### src/rtl/branch_trap_sequencer_pkg.sv
// Shared encodings for the branch/trap sequencer: condition codes, window
// register indices, software-trap base and the trap-entry FSM states.
package branch_trap_sequencer_pkg;

  localparam logic [3:0] COND_BA    = 4'b1000;
  localparam logic [3:0] COND_BN    = 4'b0000;
  localparam logic [4:0] REG_L1     = 5'd17;
  localparam logic [4:0] REG_L2     = 5'd18;
  localparam logic [7:0] TT_SW_BASE = 8'h80;

  typedef enum logic [2:0] {
    IDLE,
    ENTRY,
    SAVE_PC,
    SAVE_NPC,
    VECTOR,
    ERROR
  } trap_state_e;

  // Window decrement on trap entry; CWP 0 wraps to the top window.
  function automatic logic [4:0] cwp_dec(input logic [4:0] cwp, input int nwin);
    logic [4:0] r;
    if (cwp == 5'd0) r = 5'(nwin - 1);
    else             r = cwp - 5'd1;
    return r;
  endfunction

endpackage

### src/rtl/branch_trap_sequencer_trap_entry_fsm.sv
// Trap-entry sequencer: latches the trap context at accept and walks
// ENTRY -> SAVE_PC -> SAVE_NPC -> VECTOR, or parks in ERROR when ET=0.
module trap_entry_fsm
  import branch_trap_sequencer_pkg::*;
#(
  parameter int NWINDOWS = 32
) (
  input  logic        clk,
  input  logic        reset,
  input  logic        start,
  input  logic [31:0] pc,
  input  logic [31:0] npc,
  input  logic [4:0]  cwp,
  input  logic        s,
  input  logic        et,
  input  logic [19:0] tba,
  input  logic [6:0]  trap_num,
  output logic        busy,
  output logic        error_mode,
  output logic        psr_we,
  output logic [4:0]  psr_cwp_new,
  output logic        psr_s_new,
  output logic        psr_ps_new,
  output logic        psr_et_new,
  output logic        rf_we,
  output logic [4:0]  rf_waddr,
  output logic [31:0] rf_wdata,
  output logic        tbr_we,
  output logic [7:0]  tbr_tt,
  output logic        pc_load,
  output logic [31:0] new_pc,
  output logic [31:0] new_npc
);

  trap_state_e state, state_nxt;
  logic [31:0] pc_l, npc_l;
  logic [4:0]  cwp_l;
  logic        s_l, et_l;
  logic [19:0] tba_l;
  logic [6:0]  tn_l;
  logic [7:0]  tt;

  always_ff @(posedge clk) begin
    if (reset) begin
      state <= IDLE;
      pc_l  <= '0;
      npc_l <= '0;
      cwp_l <= '0;
      s_l   <= 1'b0;
      et_l  <= 1'b0;
      tba_l <= '0;
      tn_l  <= '0;
    end else begin
      state <= state_nxt;
      if (start && state == IDLE) begin
        pc_l  <= pc;
        npc_l <= npc;
        cwp_l <= cwp;
        s_l   <= s;
        et_l  <= et;
        tba_l <= tba;
        tn_l  <= trap_num;
      end
    end
  end

  assign tt = TT_SW_BASE | {1'b0, tn_l};

  // Outputs decode only the state register and the latched context.
  always_comb begin
    state_nxt   = state;
    busy        = (state != IDLE);
    error_mode  = 1'b0;
    psr_we      = 1'b0;
    psr_cwp_new = '0;
    psr_s_new   = 1'b0;
    psr_ps_new  = 1'b0;
    psr_et_new  = 1'b0;
    rf_we       = 1'b0;
    rf_waddr    = '0;
    rf_wdata    = '0;
    tbr_we      = 1'b0;
    tbr_tt      = '0;
    pc_load     = 1'b0;
    new_pc      = '0;
    new_npc     = '0;
    case (state)
      IDLE: if (start) state_nxt = ENTRY;
      ENTRY: begin
        if (!et_l) begin
          error_mode = 1'b1;
          state_nxt  = ERROR;
        end else begin
          psr_we      = 1'b1;
          psr_cwp_new = cwp_dec(cwp_l, NWINDOWS);
          psr_s_new   = 1'b1;
          psr_ps_new  = s_l;
          psr_et_new  = 1'b0;
          state_nxt   = SAVE_PC;
        end
      end
      SAVE_PC: begin
        rf_we     = 1'b1;
        rf_waddr  = REG_L1;
        rf_wdata  = pc_l;
        state_nxt = SAVE_NPC;
      end
      SAVE_NPC: begin
        rf_we     = 1'b1;
        rf_waddr  = REG_L2;
        rf_wdata  = npc_l;
        state_nxt = VECTOR;
      end
      VECTOR: begin
        tbr_we    = 1'b1;
        tbr_tt    = tt;
        pc_load   = 1'b1;
        new_pc    = {tba_l, tt, 4'b0000};
        new_npc   = {tba_l, tt, 4'b0100};
        state_nxt = IDLE;
      end
      ERROR: error_mode = 1'b1;
      default: state_nxt = IDLE;
    endcase
  end

endmodule

### src/rtl/branch_trap_sequencer.sv
// Delayed-branch resolution for Bicc plus dispatch of taken Ticc into the
// trap-entry sequencer; merges both onto the PC/nPC load port.
module branch_trap_sequencer
  import branch_trap_sequencer_pkg::*;
#(
  parameter int NWINDOWS = 32
) (
  input  logic        clk,
  input  logic        reset,
  input  logic        instr_valid,
  input  logic        is_branch,
  input  logic        is_trap,
  input  logic        BCOND,
  input  logic        TCOND,
  input  logic        annul_bit,
  input  logic [3:0]  cond,
  input  logic [21:0] disp22,
  input  logic [6:0]  trap_num,
  input  logic [31:0] pc,
  input  logic [31:0] npc,
  input  logic [4:0]  psr_cwp,
  input  logic        psr_s,
  input  logic        psr_et,
  input  logic [19:0] tba,
  output logic        busy,
  output logic        pc_load,
  output logic [31:0] new_pc,
  output logic [31:0] new_npc,
  output logic        annul_next,
  output logic        psr_we,
  output logic [4:0]  psr_cwp_new,
  output logic        psr_s_new,
  output logic        psr_ps_new,
  output logic        psr_et_new,
  output logic        rf_we,
  output logic [4:0]  rf_waddr,
  output logic [31:0] rf_wdata,
  output logic        tbr_we,
  output logic [7:0]  tbr_tt,
  output logic        error_mode
);

  logic        accept, trap_go, br_go;
  logic [31:0] br_target;
  logic        br_load, br_annul;
  logic [31:0] br_pc, br_npc;
  logic        fsm_pc_load;
  logic [31:0] fsm_new_pc, fsm_new_npc;

  assign accept    = instr_valid && !busy;
  assign trap_go   = accept && is_trap && TCOND;
  assign br_go     = accept && is_branch && !trap_go;
  assign br_target = pc + {{8{disp22[21]}}, disp22, 2'b00};

  always_ff @(posedge clk) begin
    if (reset) begin
      br_load  <= 1'b0;
      br_pc    <= '0;
      br_npc   <= '0;
      br_annul <= 1'b0;
    end else begin
      br_load  <= br_go;
      br_pc    <= br_go ? npc : '0;
      br_npc   <= !br_go ? '0 : (BCOND ? br_target : npc + 32'd4);
      // Taken branches only annul the slot when unconditional (BA,a).
      br_annul <= br_go && annul_bit && (!BCOND || cond == COND_BA);
    end
  end

  trap_entry_fsm #(.NWINDOWS(NWINDOWS)) u_fsm (
    .clk         (clk),
    .reset       (reset),
    .start       (trap_go),
    .pc          (pc),
    .npc         (npc),
    .cwp         (psr_cwp),
    .s           (psr_s),
    .et          (psr_et),
    .tba         (tba),
    .trap_num    (trap_num),
    .busy        (busy),
    .error_mode  (error_mode),
    .psr_we      (psr_we),
    .psr_cwp_new (psr_cwp_new),
    .psr_s_new   (psr_s_new),
    .psr_ps_new  (psr_ps_new),
    .psr_et_new  (psr_et_new),
    .rf_we       (rf_we),
    .rf_waddr    (rf_waddr),
    .rf_wdata    (rf_wdata),
    .tbr_we      (tbr_we),
    .tbr_tt      (tbr_tt),
    .pc_load     (fsm_pc_load),
    .new_pc      (fsm_new_pc),
    .new_npc     (fsm_new_npc)
  );

  // Branch and vector loads never coincide: branches cannot be accepted while busy.
  assign pc_load    = br_load | fsm_pc_load;
  assign new_pc     = br_pc | fsm_new_pc;
  assign new_npc    = br_npc | fsm_new_npc;
  assign annul_next = br_annul;

endmodule

### config.mk
export PLATFORM = sky130hd
export DESIGN_NAME = branch_trap_sequencer
export DESIGN_NICKNAME = d
export VERILOG_FILES = /design/src/rtl/branch_trap_sequencer_pkg.sv /design/src/rtl/branch_trap_sequencer_trap_entry_fsm.sv /design/src/rtl/branch_trap_sequencer.sv
export SDC_FILE = /design/constraint.sdc
export NUM_CORES = 1
export LEC_CHECK = 0
export CORE_MARGIN = 3
export CORE_UTILIZATION = 40
export DETAILED_ROUTE_END_ITERATION = 10
export MAX_ROUTING_LAYER = met4
export PLACE_DENSITY = 0.73
export SYNTH_ARGS = -nofsm -noshare
export SYNTH_HDL_FRONTEND = slang
export SYNTH_SLANG_ARGS = --single-unit
### constraint.sdc
create_clock -name clk -period 5.1 [get_ports clk]
set_clock_uncertainty 0.15 [all_clocks]
set_input_delay 0.765 -clock clk [delete_from_list [all_inputs] [get_ports clk]]
set_output_delay 0.765 -clock clk [all_outputs]
set_load 0.02 [all_outputs]
Yosys cells after proc, flatten, opt, wreduce, memory -nomap -nowiden:

Cells that the tools add are included.

* $add $sub $neg: 3
* equal/unequal tests: 7
* multiplexer cells: 20
* bitwise logic cells: 5
* reduce and logical (&&, ||, !) cells: 18

Operator list (number)
* 2-to-1 mux 32 bit: 3
* bitwise OR 32 bit: 2
* case mux 32 bit (2 select lines): 1
* adder 32 x 3 -> 32 bit (second input constant): 1
* adder 32 bit: 1
* 2-to-1 mux 5 bit: 3
* case mux 3 bit (5 select lines): 1
* case mux 5 bit (2 select lines): 1
* logical AND 1 bit: 8
* 2-to-1 mux 8 bit: 1
* 2-to-1 mux 1 bit: 7
* equality test 3 x 2 -> 1 bit (second input constant): 2
* equality test 3 bit (second input constant): 2
* 2-to-1 mux 3 bit: 2
* zero test 5 bit: 1
* subtractor 5 x 1 -> 5 bit (second input constant): 1
* equality test 4 bit (second input constant): 1
* OR reduction 2 bit: 2
* equality test 3 x 1 -> 1 bit (second input constant): 1
* zero test 1 bit: 3
* zero test 3 bit: 1
* nonzero test 3 bit: 1
* != test 2 bit (second input constant): 1
* inverter 1 bit: 2
* other kinds (4): 4

* bits in registers: 167
* input port bits: 132
* output and inout port bits: 124

Depth between registers and ports, before layout:

Gate-level depths: netlist of run 1.

* depth after elaboration: 9
* depth in mapped cells: 10
* depth with buffers taken out: 10

Cells and area by module:

Synthesis of run 1 repeated with hierarchy kept, for this count alone.

* cells, all modules: 1174
* area total of the unflattened synthesis: 9153.8 um^2

By module, submodules not included
* trap_entry_fsm: instances 1, cells each 618, area an instance 4690.7 um^2, seq. area each 2021.9 um^2
* branch_trap_sequencer: instances 1, cells each 556, area an instance 4463.0 um^2, seq. area each 1321.3 um^2

Worst setup path before layout of run 1:

OpenSTA, ideal clock, no wires.

* path kind: input to register
* start point: input disp22[0]
* end point: register br_npc[24]
* library setup time: 0.115 ns
* arrival: 2.658 ns
* setup slack: 2.178 ns
* cell stages on the path: 9
* path buffers: 0
* cells stage by stage: ha_1 > fa_1 > a21oi_1 > o21ai_1 > a21oi_2 > o21ai_1 > a41oi_1 > o21ai_0 > a2111oi_0

* cells in the longest elaborated chain, start to end: 2

RTL lines
* from (decl): RTL line branch_trap_sequencer.sv:17 `input logic [21:0] disp22,`
* adder 32 bit: RTL line branch_trap_sequencer.sv:53 `assign br_target = pc + {{8{disp22[21]}}, disp22, 2'b00};`
* 2-to-1 mux 32 bit: RTL line branch_trap_sequencer.sv:64 `br_npc <= !br_go ? '0 : (BCOND ? br_target : npc + 32'd4);`
* to (signal assigned): RTL line branch_trap_sequencer.sv:64
* to (decl): RTL line branch_trap_sequencer.sv:46 `logic [31:0] br_pc, br_npc;`

No other way between the ends.
A chain may end at the register's enable or synchronous reset.

Worst setup path in the final report of run 1:

* start point: register u_fsm.state[2]
* end point: output new_pc[8]

* cells in the longest elaborated chain, start to end: 3

RTL lines
* from (decl): RTL line branch_trap_sequencer_trap_entry_fsm.sv:35 `trap_state_e state, state_nxt;`
* from (signal assigned): RTL line branch_trap_sequencer_trap_entry_fsm.sv:54 `state <= state_nxt;`
* equality test 3 bit: RTL line branch_trap_sequencer_trap_entry_fsm.sv:87 `case (state)`
* 2-to-1 mux 32 bit: RTL line branch_trap_sequencer_trap_entry_fsm.sv:87
* bitwise OR 32 bit: RTL line branch_trap_sequencer.sv:100 `assign new_pc = br_pc | fsm_new_pc;`
* to (decl): RTL line branch_trap_sequencer.sv:27 `output logic [31:0] new_pc,`

No other way between the ends.

==> results.sh, run 1 <==
export IMPL_firstDrtPassIters=5
export IMPL_ctsLongestPathBuffers=2
export IMPL_cts_clk_slew_worst_paths_ps=70
export IMPL_dp_hpwl_microns=21700
export IMPL_wl_per_cell_microns=18.2
export IMPL_synthesis_area_sq_um=8710
export IMPL_dieArea_sq_um=23600
export IMPL_num_rows=53
export IMPL_cp_arrival_ps=2870
export IMPL_seq_area_frac_synth=0.384
export IMPL_ys_flop_type="dfxtp_1"
export IMPL_via_count=8377
export IMPL_place_congestion=0.910
export IMPL_crit_slowest_cell="and3_2"
export IMPL_met2_length_microns=12900
export IMPL_min_period_over_period=0.743
export IMPL_internal_power_uw=2420
export IMPL_drive_gt1_frac=0.0639
export IMPL_power_frac_comb=0.182
export IMPL_fmax_mhz=264
export IMPL_worst_path_buf_inv=1
export IMPL_port_buffers=252
export IMPL_seqPwrFrac=0.407
export IMPL_cts_setup_buffers=0
export IMPL_worst_slew_pin_transition_ps=1140
export IMPL_cts_tree="yes"
export IMPL_drv_slew=0
export IMPL_r2r_end="u_fsm.tba_l[18]"
export IMPL_clock_latency_ps=430
export IMPL_yosysMostFrequentCell="nand2_1"
export IMPL_cp_max_fo=53
export IMPL_cts_root_buf="clkbuf_16"
export IMPL_critPathRequiredTime_ps=4180
export IMPL_grt_use_total=0.244
export IMPL_grt_max_degree=102
export IMPL_switching_share=0.279
export IMPL_synth_commonest_cells="nand2_1, dfxtp_1, a21oi_1"
export IMPL_rrSetupSlack_ps=2150
export IMPL_maxCapViolations=0
export IMPL_clockPowerShare=0.411
export IMPL_initial_core_util=0.410
export IMPL_hp_class="reg -> reg"
export IMPL_drt_total_wl_microns=28900
export IMPL_drc=0
export IMPL_rsz0062_at_grt="no"
export IMPL_syn_avg_cell_area_sq_um=7.94
export IMPL_finalNonFillerCells=1590
export IMPL_ios=256
export IMPL_synth_distinct_cells=66
export IMPL_setup_tns_final_ps=0
export IMPL_setup_slack_ps=1310
export IMPL_peakVddDrop_v=0.000229
export IMPL_rr_worst_depth=6
export IMPL_ys_seq_elements=167
export IMPL_synth_edf_count=0
export IMPL_postSynthCellCount=1096
export IMPL_worstSetupStartpointType="flop"
export IMPL_grt_pass1_vias=8001
export IMPL_cts_sinks=167
export IMPL_setup_viol=0
export IMPL_r2r_start="u_fsm.state[0]"
export IMPL_path_delay_family="simple AND/OR/NAND/NOR gates"
export IMPL_dpl_cell_count=1558
export IMPL_worstHoldPathCells=2
export IMPL_yosysWarnings=0
export IMPL_drt_iter0_drc=629
export IMPL_finalCriticalPeriod_ps=3790
export IMPL_diodes=0
export IMPL_crit_chain="and3_2 -> and2_1 -> or2_2 -> clkdlybuf4s50_1"
export IMPL_slew_headroom=0.237
export IMPL_die_h_microns=154
export IMPL_switchingPower_uw=935
export IMPL_outcome="finished clean"
export IMPL_powerDensity_nw_per_um2=282
export IMPL_core_sq_um=21200
export IMPL_critical_path_class="reg -> out"
export IMPL_drt_met1_wl_microns=13900
export IMPL_cpPeakStageDelay_ps=890
export IMPL_fin_hold_ws_ps=303
export IMPL_cts_resized=0
export IMPL_nets=1466
export IMPL_die_width_microns=154
export IMPL_wl_met3_microns=1850
export IMPL_hp_start="u_fsm.tn_l[4]"
export IMPL_p_leak_uw=0.00474
export IMPL_cts_buffers=17
export IMPL_grt_pass1_wl_microns=44700
export IMPL_yosys_area_top_type="dfxtp_1"
export IMPL_area_growth_pct=36.9
export IMPL_viasPerCell=5.27
export IMPL_top_layer_used="met4"
export IMPL_ctsHoldBuffers=0
export IMPL_grt_overflow=0
export IMPL_synth_top_area_frac=0.384
export IMPL_synthArstFlopShare=0
export IMPL_drtAntennaViolNets=0
export IMPL_end_kind="output pin"
export IMPL_min_to="u_fsm.tn_l[4]"
export IMPL_post_place_ws_ps=1340
export IMPL_htreeDepth=4
export IMPL_timing_hold_violations_final=0
export IMPL_antenna_found_initial=0
export IMPL_synth_area_leaders="dfxtp_1, nand2_1, a21oi_1"
==> layout by cell type (no fill, tap or decap), types with 19 or more instances in the layout <==
cell,netlist,routed
dfxtp_1,167,166
a21o_1,49,49
clkdlybuf4s50_1,0,250
nor2_1,77,76
and2_1,43,43
ha_1,31,31
a21oi_1,137,137
xnor2_1,34,34
or2_2,19,19
nand2_1,232,232
mux2i_1,36,36
==> sequential cells by signal (all words and copies together) (netlist names) <==
signal,cells
u_fsm.state,3
br_pc,32
u_fsm.et_l,1
u_fsm.cwp_l,5
br_load,1
annul_next,1
u_fsm.npc_l,32
u_fsm.s_l,1
u_fsm.tn_l,7
br_npc,32
u_fsm.pc_l,32
u_fsm.tba_l,20
==> per-layer routing <==
metal  up-vias  global-route usage
li1       4143                   -
met1      3911               0.347
met2       304               0.366
met3        19              0.0414
met4         0              0.0509
met5         -                   -
==> layout make-up <==
cell class | count | area (sq um)
Fill cell | 2015 | 9300
Multi-Input combinational cell | 836 | 4930
Sequential cell | 167 | 3340
Timing Repair Buffer | 263 | 2610
Clock buffer | 18 | 439
Tap cell | 275 | 344
Clock inverter | 14 | 184
Inverter | 17 | 63.8
==> worst max-delay path by stage <==
stage                         from         end  slack, ps  depth (start not counted)
floorplan                disp22[0]  br_npc[24]       2180                          9
global placement             pc[2]  br_npc[24]       1370                         10
detailed placement           pc[2]  br_npc[24]       1340                         10
CTS                 u_fsm.state[2]   new_pc[8]       1290                          4
global route        u_fsm.state[2]   new_pc[6]       1130                          4
finish              u_fsm.state[2]   new_pc[8]       1310                          4
==> metrics by stage <==
step                power (uW)  instance area, sq um   util
floorplan                 1740                  8710      -
global placement          2000                 11300  0.532
detailed placement        2000                 11300  0.532
CTS                       3370                 11900  0.562
global route              3490                 11900  0.562
finish                    3360                 11900  0.562
==> tightest hold or removal path, delay by kind of cell, from the launching register on <==
family | cells | cell delay, ps
and+or+nand+nor | 1 | 50
DFF | 1 | 310
AOI/OAI and AO/OA | 1 | 50
==> power by group through the flow <==
| stage | logic, uW | registers, uW | clock network, uW |
|---|---|---|---|
| 2_1_floorplan | 350 | 1390 | 0 |
| 3_3_place_gp | 600 | 1400 | 0 |
| 3_5_place_dp | 602 | 1400 | 0 |
| 4_1_cts | 606 | 1370 | 1390 |
| 5_1_grt | 660 | 1370 | 1460 |
| 6_report | 611 | 1370 | 1380 |
==> cells by family (layout without fill, tap and decap cells) <==
kind of cell               Yosys count  count (layout)  synth area share
and+or+nand+nor                    443             443             0.231
AOI/OAI and AO/OA                  271             271             0.194
DFF                                167             167             0.384
buffers and inverters               95             312            0.0512
xor gates and xnor gates            51              51            0.0513
muxes                               36              36            0.0414
adders and majority gates           32              32            0.0468
other                                1               3          0.000431
(Power assumes the default switching activity.)
==> run 2: changes to the inputs <==
PLACE_DENSITY = 0.76   (was 0.73)
clock period = 3.4 ns   (was 5.1 ns; I/O delays follow)
==> run 2 against run 1 <==
Net effect:
- sequential share of layout area decreased by 0.20 points
- critical path depth unchanged
- first-iteration DRC count grew 6.5%
- die area unchanged
- sequential cell count is the same
- critical path type unchanged
- largest power group is now sequential cells
- highest routed layer unchanged
==> results.sh, run 2 (synthesis results as in run 1) <==
export IMPL_finalCriticalPeriod_ps=3270
export IMPL_grt_pass1_vias=8246
export IMPL_die_width_microns=154
export IMPL_drive_gt1_frac=0.0737
export IMPL_hp_class="reg -> reg"
export IMPL_port_buffers=252
export IMPL_mostFrequentLayoutCells="clkdlybuf4s50_1, nand2_1, dfxtp_1"
export IMPL_rsz0062_at_grt="no"
export IMPL_grt_pass1_wl_microns=44800
export IMPL_firstDrtPassIters=5
export IMPL_cts_sinks=167
export IMPL_drt_total_wl_microns=29400
export IMPL_timing_hold_violations_final=0
export IMPL_p_total_uw=4870
export IMPL_cp_arrival_ps=2610
export IMPL_cts_buffers=17
export IMPL_layout_commonest_cell="clkdlybuf4s50_1"
export IMPL_dpl_cell_count=1572
export IMPL_cts_root_buf="clkbuf_16"
export IMPL_cts_tree="yes"
export IMPL_outcome="finished clean"
export IMPL_fin_hold_ws_ps=300
export IMPL_ctsLongestPathBuffers=2
export IMPL_setup_viol=0
export IMPL_powerDensity_nw_per_um2=406
export IMPL_finalNonFillerCells=1604
export IMPL_via_count=8522
export IMPL_dieArea_sq_um=23600
export IMPL_utilization=0.566
export IMPL_cts_clk_slew_worst_paths_ps=70
export IMPL_wl_per_cell_microns=18.3
export IMPL_critical_path_class="reg -> out"
export IMPL_die_h_microns=154
export IMPL_critPathRequiredTime_ps=2740
export IMPL_drt_met1_wl_microns=13800
export IMPL_clock_latency_ps=430
export IMPL_grt_use_total=0.245
export IMPL_fmax_mhz=306
export IMPL_drc=0
export IMPL_viasPerCell=5.31
export IMPL_peakVddDrop_v=0.000290
export IMPL_maxCapViolations=0
export IMPL_wl_met3_microns=1910
export IMPL_drv_slew=0
export IMPL_diodes=0
export IMPL_initial_core_util=0.410
export IMPL_p_leak_uw=0.00478
export IMPL_antenna_found_initial=0
export IMPL_htreeDepth=4
export IMPL_core_sq_um=21200
export IMPL_end_kind="output pin"
export IMPL_worst_slew_pin_transition_ps=1140
export IMPL_drtAntennaViolNets=0
export IMPL_grt_overflow=0
export IMPL_slew_headroom=0.242
export IMPL_min_period_over_period=0.960
export IMPL_top_layer_used="met4"
export IMPL_place_congestion=0.946
export IMPL_ios=256
export IMPL_nets=1480
export IMPL_met2_length_microns=13200
export IMPL_grt_max_degree=102
export IMPL_cp_max_fo=31
export IMPL_num_rows=53
export IMPL_worstSetupStartpointType="flop"
export IMPL_drt_iter0_drc=670
export IMPL_area_growth_pct=37.9
export IMPL_dp_hpwl_microns=21800
[run 2: cell count changes in the layout (fill, tap and decap cells not counted), sizes merged]
cell,delta
inv,-5
clkinvlp,+2
clkbuf,+2
buf,+14
clkinv,+3
bufinv,-2
[run 2: routing by layer]
layer / track usage / vias up
li1: - / 4155
met1: 0.339 / 4025
met2: 0.372 / 303
met3: 0.0453 / 39
met4: 0.0597 / 0
met5: - / -
[run 2: stage by stage]
stage,instance area [sq um],setup slack [ps],setup TNS [ps]
final,12000,135,0
after global placement,11400,7.02,0
after floorplan,8710,733,0
after detailed placement,11400,-183,-213
after global routing,12000,15.3,0
after CTS,12000,127,0
[run 2: critical path: stages, from the launching register on]
cell	delay (ps)
dfxtp_1	490
and3_2	660
buf_12	240
a21o_1	160
clkdlybuf4s50_1	600
[run 2: cell type report]
type | instances | area, sq um
clock buffers | 20 | 457
clock inverters | 12 | 116
fillers | 1966 | 9210
inverters | 17 | 63.8
multi-input cells | 836 | 4940
flip-flops and latches | 167 | 3340
well taps | 275 | 344
repair buffers | 277 | 2740
[run 2: where the power goes]
group / switching, uW / leakage, uW / total (uW) / internal [uW]
Clock: 825 / 0.000277 / 1880 / 1060
Sequential: 33.6 / 0.00136 / 2050 / 2020
Combinational: 507 / 0.00315 / 936 / 428
Total: 1370 / 0.00478 / 4870 / 3500
[run 2: worst paths after layout]
kind	startpoint	to	slack (ps)	cells past startpoint
worst max register to register	u_fsm.state[1]	br_npc[31]	1330	6
worst min register to register	u_fsm.tn_l[3]	u_fsm.tn_l[3]	300	2
worst min-delay path	u_fsm.tn_l[3]	u_fsm.tn_l[3]	300	2
worst max-delay path	u_fsm.state[2]	new_npc[23]	130	4
[run 2: what timing repair did]
action	CTS	global route
buffers inserted	0	0
resized for setup	0	1
setup endpoints to repair	0	1
hold buffers	0	0
